## src/rtl/mips_lsu_pkg.sv

```systemverilog
`default_nettype none
// ============================================================================
// Module      : mips_lsu_pkg
// Description : Shared types and constants for the MIPS load/store unit:
//               access-size enum, FSM state enum, store lane-mask constants
//               and the natural-alignment helper.
// Revision    : 1.0 - initial release
// ============================================================================
package mips_lsu_pkg;

  typedef enum logic [1:0] {
    BYTE = 2'd0,
    HALF = 2'd1,
    WORD = 2'd2
  } size_e;

  typedef enum logic [1:0] {
    ST_IDLE   = 2'd0,
    ST_ACCESS = 2'd1,
    ST_DONE   = 2'd2
  } state_e;

  // Lane i is data bits [8i+7:8i] and corresponds to byte offset i.
  localparam logic [3:0] c_MASK_BYTE    = 4'b0001;
  localparam logic [3:0] c_MASK_HALF_LO = 4'b0011;
  localparam logic [3:0] c_MASK_HALF_HI = 4'b1100;
  localparam logic [3:0] c_MASK_WORD    = 4'b1111;

  // Clears the low address bits that a given access size cannot use.
  // Size code 3 is not a legal encoding and is handled as a word.
  function automatic logic [1:0] force_align(input logic [1:0] size,
                                             input logic [1:0] lo);
    if (size == BYTE)      return lo;
    else if (size == HALF) return {lo[1], 1'b0};
    else                   return 2'b00;
  endfunction

endpackage
`default_nettype wire

```

## src/rtl/mips_lsu_align.sv

```systemverilog
`default_nettype none
// ============================================================================
// Module      : mips_lsu_align
// Description : Combinational lane steering for the load/store unit.
//               Store side: byte-enable mask and replicated write data.
//               Load side : addressed byte/half extraction with zero or sign
//               extension.
// Ports       : size_i    - access size (BYTE/HALF/WORD)
//               addr_lo_i - byte offset within the word
//               signed_i  - sign-extend loaded byte/half
//               wdata_i   - raw store data (rt)
//               rdata_i   - raw word returned by memory
//               be_o      - store lane mask
//               wdata_o   - replicated store data
//               rdata_o   - aligned, extended load result
// Revision    : 1.0 - initial release
// ============================================================================
module mips_lsu_align
  import mips_lsu_pkg::*;
(
  input  logic [1:0]  size_i,
  input  logic [1:0]  addr_lo_i,
  input  logic        signed_i,
  input  logic [31:0] wdata_i,
  input  logic [31:0] rdata_i,
  output logic [3:0]  be_o,
  output logic [31:0] wdata_o,
  output logic [31:0] rdata_o
);

  logic [7:0]  w_byte;
  logic [15:0] w_half;

  always_comb begin
    w_byte = rdata_i[7:0];
    case (addr_lo_i)
      2'd0: w_byte = rdata_i[7:0];
      2'd1: w_byte = rdata_i[15:8];
      2'd2: w_byte = rdata_i[23:16];
      2'd3: w_byte = rdata_i[31:24];
      default: w_byte = rdata_i[7:0];
    endcase
    w_half = addr_lo_i[1] ? rdata_i[31:16] : rdata_i[15:0];
  end

  always_comb begin
    be_o    = c_MASK_WORD;
    wdata_o = wdata_i;
    rdata_o = rdata_i;
    if (size_i == BYTE) begin
      be_o    = c_MASK_BYTE << addr_lo_i;
      wdata_o = {4{wdata_i[7:0]}};
      rdata_o = {{24{signed_i & w_byte[7]}}, w_byte};
    end else if (size_i == HALF) begin
      be_o    = addr_lo_i[1] ? c_MASK_HALF_HI : c_MASK_HALF_LO;
      wdata_o = {2{wdata_i[15:0]}};
      rdata_o = {{16{signed_i & w_half[15]}}, w_half};
    end
  end

endmodule
`default_nettype wire

```

## src/rtl/mips_lsu.sv

```systemverilog
`default_nettype none
// ============================================================================
// Module      : mips_lsu
// Description : MIPS data-side load/store unit. Accepts one request from the
//               core, runs a single memory transaction (IDLE -> ACCESS ->
//               DONE), steers lanes and extends load data, and reports bus
//               errors (error response or timeout).
// Config      : MIPS_LSU_ALIGN_CHECK_EN - when defined, misaligned requests
//               raise excpt_adel/excpt_ades instead of being force-aligned.
// Ports       : clk, rst                    - clock, async active-high reset
//               req_*                       - core request
//               stall, resp_valid, resp_rdata - core response
//               excpt_adel/ades/dbe         - exception pulses
//               mem_req/addr/data_in/write_en - memory request
//               mem_ack/data_out/excpt      - memory response
// Revision    : 1.0 - initial release
// ============================================================================
module mips_lsu
  import mips_lsu_pkg::*;
#(
  parameter int TIMEOUT_CYCLES = 255,
  parameter int ADDR_W         = 30
) (
  input  logic              clk,
  input  logic              rst,
  input  logic              req_valid,
  input  logic              req_we,
  input  logic [1:0]        req_size,
  input  logic              req_signed,
  input  logic [31:0]       req_addr,
  input  logic [31:0]       req_wdata,
  output logic              stall,
  output logic              resp_valid,
  output logic [31:0]       resp_rdata,
  output logic              excpt_adel,
  output logic              excpt_ades,
  output logic              excpt_dbe,
  output logic              mem_req,
  output logic [ADDR_W-1:0] mem_addr,
  output logic [31:0]       mem_data_in,
  output logic [3:0]        mem_write_en,
  input  logic              mem_ack,
  input  logic [31:0]       mem_data_out,
  input  logic              mem_excpt
);

  localparam int                 c_CNT_W    = $clog2(TIMEOUT_CYCLES + 1);
  localparam logic [c_CNT_W-1:0] c_CNT_LAST = c_CNT_W'(TIMEOUT_CYCLES - 1);
  localparam logic [c_CNT_W-1:0] c_CNT_SAT  = c_CNT_W'(TIMEOUT_CYCLES);

  state_e             state_q, state_d;
  logic [c_CNT_W-1:0] cnt_q, cnt_d;
  logic               dbe_q, dbe_d;
  logic               we_q;
  logic [1:0]         size_q;
  logic               signed_q;
  logic [31:0]        addr_q;
  logic [31:0]        wdata_q;
  logic [31:0]        rdata_q;

  logic               w_accept;
  logic               w_adel;
  logic               w_ades;
  logic [31:0]        w_addr_eff;
  logic [3:0]         w_be;
  logic [31:0]        w_wdata_rep;
  logic [31:0]        w_load_ext;

  // Request qualification. Gated by rst so nothing is accepted or flagged
  // while reset is held.
`ifdef MIPS_LSU_ALIGN_CHECK_EN
  logic w_misaligned;
  always_comb begin
    if (req_size == BYTE)      w_misaligned = 1'b0;
    else if (req_size == HALF) w_misaligned = req_addr[0];
    else                       w_misaligned = (req_addr[1:0] != 2'b00);
  end
  assign w_addr_eff = req_addr;
  assign w_accept   = ~rst & (state_q == ST_IDLE) & req_valid & ~w_misaligned;
  assign w_adel     = ~rst & (state_q == ST_IDLE) & req_valid & w_misaligned & ~req_we;
  assign w_ades     = ~rst & (state_q == ST_IDLE) & req_valid & w_misaligned & req_we;
`else
  assign w_addr_eff = {req_addr[31:2], force_align(req_size, req_addr[1:0])};
  assign w_accept   = ~rst & (state_q == ST_IDLE) & req_valid;
  assign w_adel     = 1'b0;
  assign w_ades     = 1'b0;
`endif

  // Steering works from the registered request so memory-side signals stay
  // stable for the whole ACCESS phase.
  mips_lsu_align u_align (
    .size_i    (size_q),
    .addr_lo_i (addr_q[1:0]),
    .signed_i  (signed_q),
    .wdata_i   (wdata_q),
    .rdata_i   (mem_data_out),
    .be_o      (w_be),
    .wdata_o   (w_wdata_rep),
    .rdata_o   (w_load_ext)
  );

  always_comb begin
    state_d = state_q;
    cnt_d   = cnt_q;
    dbe_d   = 1'b0;
    case (state_q)
      ST_IDLE: begin
        cnt_d = '0;
        if (w_accept) state_d = ST_ACCESS;
      end
      ST_ACCESS: begin
        if (cnt_q != c_CNT_SAT) cnt_d = cnt_q + 1'b1;
        // An error response wins over a simultaneous ack.
        if (mem_excpt) begin
          state_d = ST_IDLE;
          dbe_d   = 1'b1;
        end else if (mem_ack) begin
          state_d = ST_DONE;
        end else if (cnt_q >= c_CNT_LAST) begin
          state_d = ST_IDLE;
          dbe_d   = 1'b1;
        end
      end
      ST_DONE: state_d = ST_IDLE;
      default: state_d = ST_IDLE;
    endcase
  end

  always_ff @(posedge clk or posedge rst) begin
    if (rst) begin
      state_q  <= ST_IDLE;
      cnt_q    <= '0;
      dbe_q    <= 1'b0;
      we_q     <= 1'b0;
      size_q   <= 2'b00;
      signed_q <= 1'b0;
      addr_q   <= '0;
      wdata_q  <= '0;
      rdata_q  <= '0;
    end else begin
      state_q <= state_d;
      cnt_q   <= cnt_d;
      dbe_q   <= dbe_d;
      if (w_accept) begin
        we_q     <= req_we;
        size_q   <= req_size;
        signed_q <= req_signed;
        addr_q   <= w_addr_eff;
        wdata_q  <= req_wdata;
      end
      if ((state_q == ST_ACCESS) && mem_ack && !mem_excpt && !we_q) begin
        rdata_q <= w_load_ext;
      end
    end
  end

  assign stall        = w_accept | (state_q == ST_ACCESS);
  assign resp_valid   = (state_q == ST_DONE);
  assign resp_rdata   = rdata_q;
  assign excpt_adel   = w_adel;
  assign excpt_ades   = w_ades;
  assign excpt_dbe    = dbe_q;
  assign mem_req      = (state_q == ST_ACCESS);
  assign mem_addr     = addr_q[ADDR_W+1:2];
  assign mem_data_in  = w_wdata_rep;
  assign mem_write_en = ((state_q == ST_ACCESS) && we_q) ? w_be : 4'b0000;

endmodule
`default_nettype wire

```

## config.mk

```make
export PLATFORM = sky130hd
export DESIGN_NAME = mips_lsu
export DESIGN_NICKNAME = d
export VERILOG_FILES = /design/src/rtl/mips_lsu_pkg.sv /design/src/rtl/mips_lsu_align.sv /design/src/rtl/mips_lsu.sv
export SDC_FILE = /design/constraint.sdc
export NUM_CORES = 1
export LEC_CHECK = 0
export BUFFER_PORTS_ARGS = -buffer_cell sky130_fd_sc_hd__buf_2
export CORE_MARGIN = 4
export CORE_UTILIZATION = 35
export DETAILED_ROUTE_END_ITERATION = 8
export GPL_TIMING_DRIVEN = 0
export HOLD_SLACK_MARGIN = 0.1
export SETUP_SLACK_MARGIN = 0.1
export SLEW_MARGIN = 20
export SYNTH_ARGS = -nofsm -noshare
export SYNTH_HDL_FRONTEND = slang
export SYNTH_HIERARCHICAL = 1
export SYNTH_SLANG_ARGS = --single-unit
```

## constraint.sdc

```tcl
create_clock -name clk -period 8.1 [get_ports clk]
set_input_delay 1.215 -clock clk [delete_from_list [all_inputs] [get_ports clk]]
set_output_delay 1.215 -clock clk [all_outputs]
set_load 0.005 [all_outputs]
```

Word-level counts from Yosys, hierarchy flattened
Cells that the tools add are included.
- register bits: 111
- latch bits: 0
- memory bits (writable): 0
- bits in read-only memories: 0
- output and inout bits: 104
- word-level logic and storage cells: 65
- memories kept: 0
- $add $sub $neg: 1
- $mul: 0
- divide/modulo/power cells: 0
- $lt $le $gt $ge: 1
- eq/ne operators: 11
- shift-type cells: 1
- muxes and demuxes: 23
- bitwise logic cells: 6
- reductions and logical operators: 13
- operator list (operator ; count):
    $mux 32 ; 4
    $pmux 8 s4 ; 1
    $mux 16 ; 1
    $mux 4 ; 4
    $pmux 8 s2 ; 1
    $mux 2 ; 6
    $add 8x1->8 const B ; 1
    $eq 2x1->1 const B ; 4
    $ge 8x8->1 const B ; 1
    $logic_not 2->1 ; 4
    $mux 8 ; 1
    $ne 8x8->1 const B ; 1
    $eq 2x2->1 const B ; 3
    $and 1x1->1 ; 4
    $logic_and 1x1->1 ; 4
    $mux 1 ; 4
    $ne 4x1->1 const B ; 1
    $pmux 2 s2 ; 1
    $reduce_and 2->1 ; 2
    $shl 1x2->4 const A ; 1
    $logic_not 1->1 ; 2
    $ne 2x1->1 const B ; 1
    $ne 2x2->1 const B ; 1
    $reduce_bool 2->1 ; 1
    other kinds (2) ; 2

Longest topological paths before layout
- depth after elaboration: 5
- mapped depth: 7
- mapped depth without buffers: 5

Modules after synthesis
The synthesis kept the hierarchy.
- by module, submodules not included (module ; times used ; cells each ; area an instance (µm²)):
    mips_lsu ; 1 ; 462 ; 4797.1
    mips_lsu_align ; 1 ; 177 ; 1159.9

Worst setup path before layout
No wires, ideal clock.
- path kind: input to output
- from: in rst
- to: out stall
- data arrival time: 2.171 ns
- path slack: 4.714 ns
- stages on the path: 5
- path buffers: 3
- path through: or4b_1 clkbuf_1 buf_4 buf_6 nand2_1
- word-level cells in the longest chain between the ends: 4
- ends and longest elaborated chain (element ; RTL line ; source):
    start: declaration ; mips_lsu.sv:25 ; input logic rst,
    $not 1->1 ; mips_lsu.sv:84 ; assign w_accept = ~rst & (state_q == ST_IDLE) & req_valid;
    $and 1x1->1 (2 in a row) ; mips_lsu.sv:84 ;
    $or 1x1->1 ; mips_lsu.sv:157 ; assign stall = w_accept | (state_q == ST_ACCESS);
    end: declaration ; mips_lsu.sv:32 ; output logic stall,
Every way passes these cells.

Worst setup path in the final report
Ends and elaborated chain as after synthesis.

==> impl_summary.txt <==
----------------------------------------------------
[Placement]
  Gp weighted congestion ... 0.810
  Port bufs ... between 200 and 250
  Detailed Place HPWL ... 13.2 mm
  Cell total after placement ... around 1,100

[Synth]
  Most instantiated cells after synthesis ... sky130_fd_sc_hd__nand2_1 (251), sky130_fd_sc_hd__dfrtp_1 (111), sky130_fd_sc_hd__buf_4 (41)
  Most used flip-flop cell after synthesis ... sky130_fd_sc_hd__dfrtp_1
  Synth top area cells ... sky130_fd_sc_hd__dfrtp_1 (47%), sky130_fd_sc_hd__nand2_1 (16%), sky130_fd_sc_hd__mux2_4 (7.6%)
  Synth top area share ... 46.6%
  Cell type with the highest aggregate area in the netlist ... sky130_fd_sc_hd__dfrtp_1
  Mapped Avg Cell Area ... around 9.3 um2
  Count of synthesis-stage warnings from yosys ... 6
  Number of enable-type register cells in the synthesized netlist ... 0
  Proportion of synthesized flip-flops having asynchronous set or reset ... 100%
  Gate Count Post-Synth ... 639
  Flop and latch count out of synthesis ... about 110
  Cell variety after synth ... 55
  Part of the Yosys area used for sequential elements ... 46.6%
  Cell area after synthesis ... roughly 0.0060 mm2
  Most instantiated library cell after synthesis ... sky130_fd_sc_hd__nand2_1

[Floorplanning]
  Floorplan core area ... ~0.017 mm2
  Total I/O pin count ... around 210
  Initial Utilization ... between 30% and 40%
  Height of the chip ... 138 um
  Die X-Extent ... roughly 140 um
  Total Die Area ... between 0.015 and 0.02 mm2
  Placement row count ... 47

[Clocking]
  Clock root cell ... sky130_fd_sc_hd__clkbuf_16
  CTS resizes ... 0
  Post-CTS setup buffer count ... 0
  TritonCTS clock tree ... yes
  Clock slew seen by the registers of the worst setup and hold paths ... 0.07 ns
  Deepest level of the CTS H-tree ... 3
  Maximum count of clock buffers along a single path ... 2
  # clock sinks ... approximately 110
  Inserted Clock Buffers ... 9
  Hold buffer count at CTS ... 0
  Clock latency of the later-clocked register in the worst-skew pair ... 0.36 ns

[Detailed routing]
  Routed length on met1 ... slightly below 8 mm
  Overall via count from detail_route ... ~5,100
  Total met3 wirelength after detailed routing ... 1.52 mm
  DRT Pass-1 Iters ... 4
  Routed met2 length ... about 8 mm
  Routed wire length ... between 15 and 20 mm
  Routed WL per cell ... approximately 16 um
  Max Used Layer ... met4
  Remaining routing DRC violations ... 0
  Number of routed nets with antenna violations ... 0
  Iteration-0 DRC count of the detailed router ... just under 200
  Post-DR vias/cell ... around 4.7

[Worst setup path]
  Worst Setup Path Type ... primary input to primary output
  Crit path arrival time ... 2.56 ns
  Largest driver fanout on the critical path ... 10
  Kind of start point of the critical path ... primary input
  Critical path required time ... slightly below 7 ns
  Endpoint type of the worst setup path ... primary output

[Timing]
  Final-report setup violation count ... 0
  Worst-margin pin slew ... just under 0.7 ns
  Post-Route Setup TNS ... 0 ns
  Worst max-slew margin expressed relative to the limit ... a little over half
  Period minus WS final ... approximately 3.8 ns
  Final hold slack ... 0.476 ns
  Portion of the clock cycle consumed by the worst path in the final layout ... 46.7%
  Final hold vios ... 0
  Setup repair after global routing missed its margin ... no
  Pins over their slew limit ... 0
  Clock skew after layout ... 0.00929 ns
  Fmax ... around 0.26 GHz

[Layout]
  Proportion of layout cells with a drive suffix above 1 ... about 40%
  Count of inserted antenna diode cells ... 0
  Final cell count without fillers ... between 1,000 and 1,500
  Syn-to-layout area delta ... 27.7%
  Number of nets in the finished design ... a little under 1,000

[GRT]
  GR Util All Layers ... 18.3%
  Wire length of the first global-routing pass ... ~28 mm
  Total congestion overflow ... 0
  Vias in the first global route ... 5,092
  Largest net degree at the start of global routing ... 71
  Number of antenna violations at the first check in global routing ... 0

[Hold path]
  Type of the tightest min-delay check ... register to register

[Pwr]
  Static leakage ... approximately 4.3 nW
  Power per cell area ... 249 mW/mm2
  Max VDD drop ... between 100 and 150 uV

[Run status]
  Result of the run ... completed

[Flow run]
  Max Cap Violations ... 0

----------------------------------------------------
area by class of cell:
cell class / count / area [um2]
fill: 1668 / 9040
clock buffer: 9 / 225
clock inverter: 7 / 80.1
multi-input combinational: 441 / 2650
inverter: 10 / 42.5
tap: 220 / 275
sequential: 111 / 2780
buffer: 78 / 500
timing repair buffer: 207 / 1060
final timing paths:
kind                            startpoint              to  slack [ns]  depth (start not counted)
worst max-delay path                   rst           stall        4.32                          7
worst min-delay path            addr_q[13]      addr_q[13]        0.48                          2
worst max register to register  state_q[0]      addr_q[30]        6.00                          6
worst min register to register  addr_q[13]      addr_q[13]        0.48                          2
max in group asynchronous              rst  resp_rdata[14]        6.54                          3
min in group asynchronous              rst      addr_q[22]        0.87                          2
placed cells by master, fill, tap and decap left out, types with 3 or more instances in the layout:
master and instances:
sky130_fd_sc_hd__mux2_2 17, sky130_fd_sc_hd__nor2b_1 10, sky130_fd_sc_hd__buf_6 5, sky130_fd_sc_hd__dfrtp_1 111
sky130_fd_sc_hd__and3_1 6, sky130_fd_sc_hd__o221a_2 7, sky130_fd_sc_hd__buf_4 41, sky130_fd_sc_hd__clkbuf_1 18
sky130_fd_sc_hd__nor3_1 6, sky130_fd_sc_hd__nand2_1 251, sky130_fd_sc_hd__and4_1 3, sky130_fd_sc_hd__mux2_4 30
sky130_fd_sc_hd__nor2_1 11, sky130_fd_sc_hd__mux2i_1 11, sky130_fd_sc_hd__buf_2 219, sky130_fd_sc_hd__a22o_1 7
sky130_fd_sc_hd__nand4_1 3, sky130_fd_sc_hd__a211oi_1 9, sky130_fd_sc_hd__a221o_1 7, sky130_fd_sc_hd__o21ai_1 3
sky130_fd_sc_hd__clkbuf_16 9, sky130_fd_sc_hd__inv_1 8, sky130_fd_sc_hd__a21oi_1 5, sky130_fd_sc_hd__o21ai_0 15
critical path: stages:
cell and delay, ns:
sky130_fd_sc_hd__buf_2 0.14, sky130_fd_sc_hd__or4b_1 0.47, sky130_fd_sc_hd__clkbuf_1 0.20, sky130_fd_sc_hd__buf_4 0.21, sky130_fd_sc_hd__buf_6 0.15, sky130_fd_sc_hd__nand2_1 0.06
sky130_fd_sc_hd__buf_2 0.11
flip-flops by register name, indices dropped and copies added (netlist names):
name	count
cnt_q	8
signed_q	1
excpt_dbe	1
wdata_q	32
we_q	1
resp_rdata	32
state_q	2
addr_q	32
size_q	2
cell families (layout without fill, tap and decap cells):
kind of cell / count (synthesis) / in the layout / share of synthesized area [%]
other: 1 / 2 / 0.0630
buffers and inverters: 88 / 311 / 9.03
AOI/OAI and AO/OA: 70 / 70 / 8.82
adders and majority gates: 2 / 2 / 0.420
and+or+nand+nor: 307 / 307 / 21.8
muxes: 60 / 60 / 13.2
DFF: 111 / 111 / 46.6
stage by stage:
stage	utilization (%)	total power, mW	worst slack [ns]	instance area (um2)
finish	45.7	1.89	4.32	7600
global placement	43.7	1.44	2.38	7270
global route	45.7	2.02	4.27	7600
detailed placement	43.9	1.45	4.31	7300
CTS	45.7	1.92	4.30	7600
floorplan	-	1.16	3.95	5960
power breakdown:
part	internal, mW	switching [mW]	leakage [nW]
Combinational	0.360	0.286	2.71
Sequential	0.692	0.0900	1.40
Clock	0.245	0.220	0.154
Total	1.30	0.596	4.27
metal layers:
metal / GRT usage [%] / vias up
met2: 28.3 / 192
met5: 0 / -
met4: 5.30 / 0
met3: 6.22 / 23
met1: 24.5 / 2400
li1: - / 2527
No activity file was read; power rests on OpenSTA's default activity.
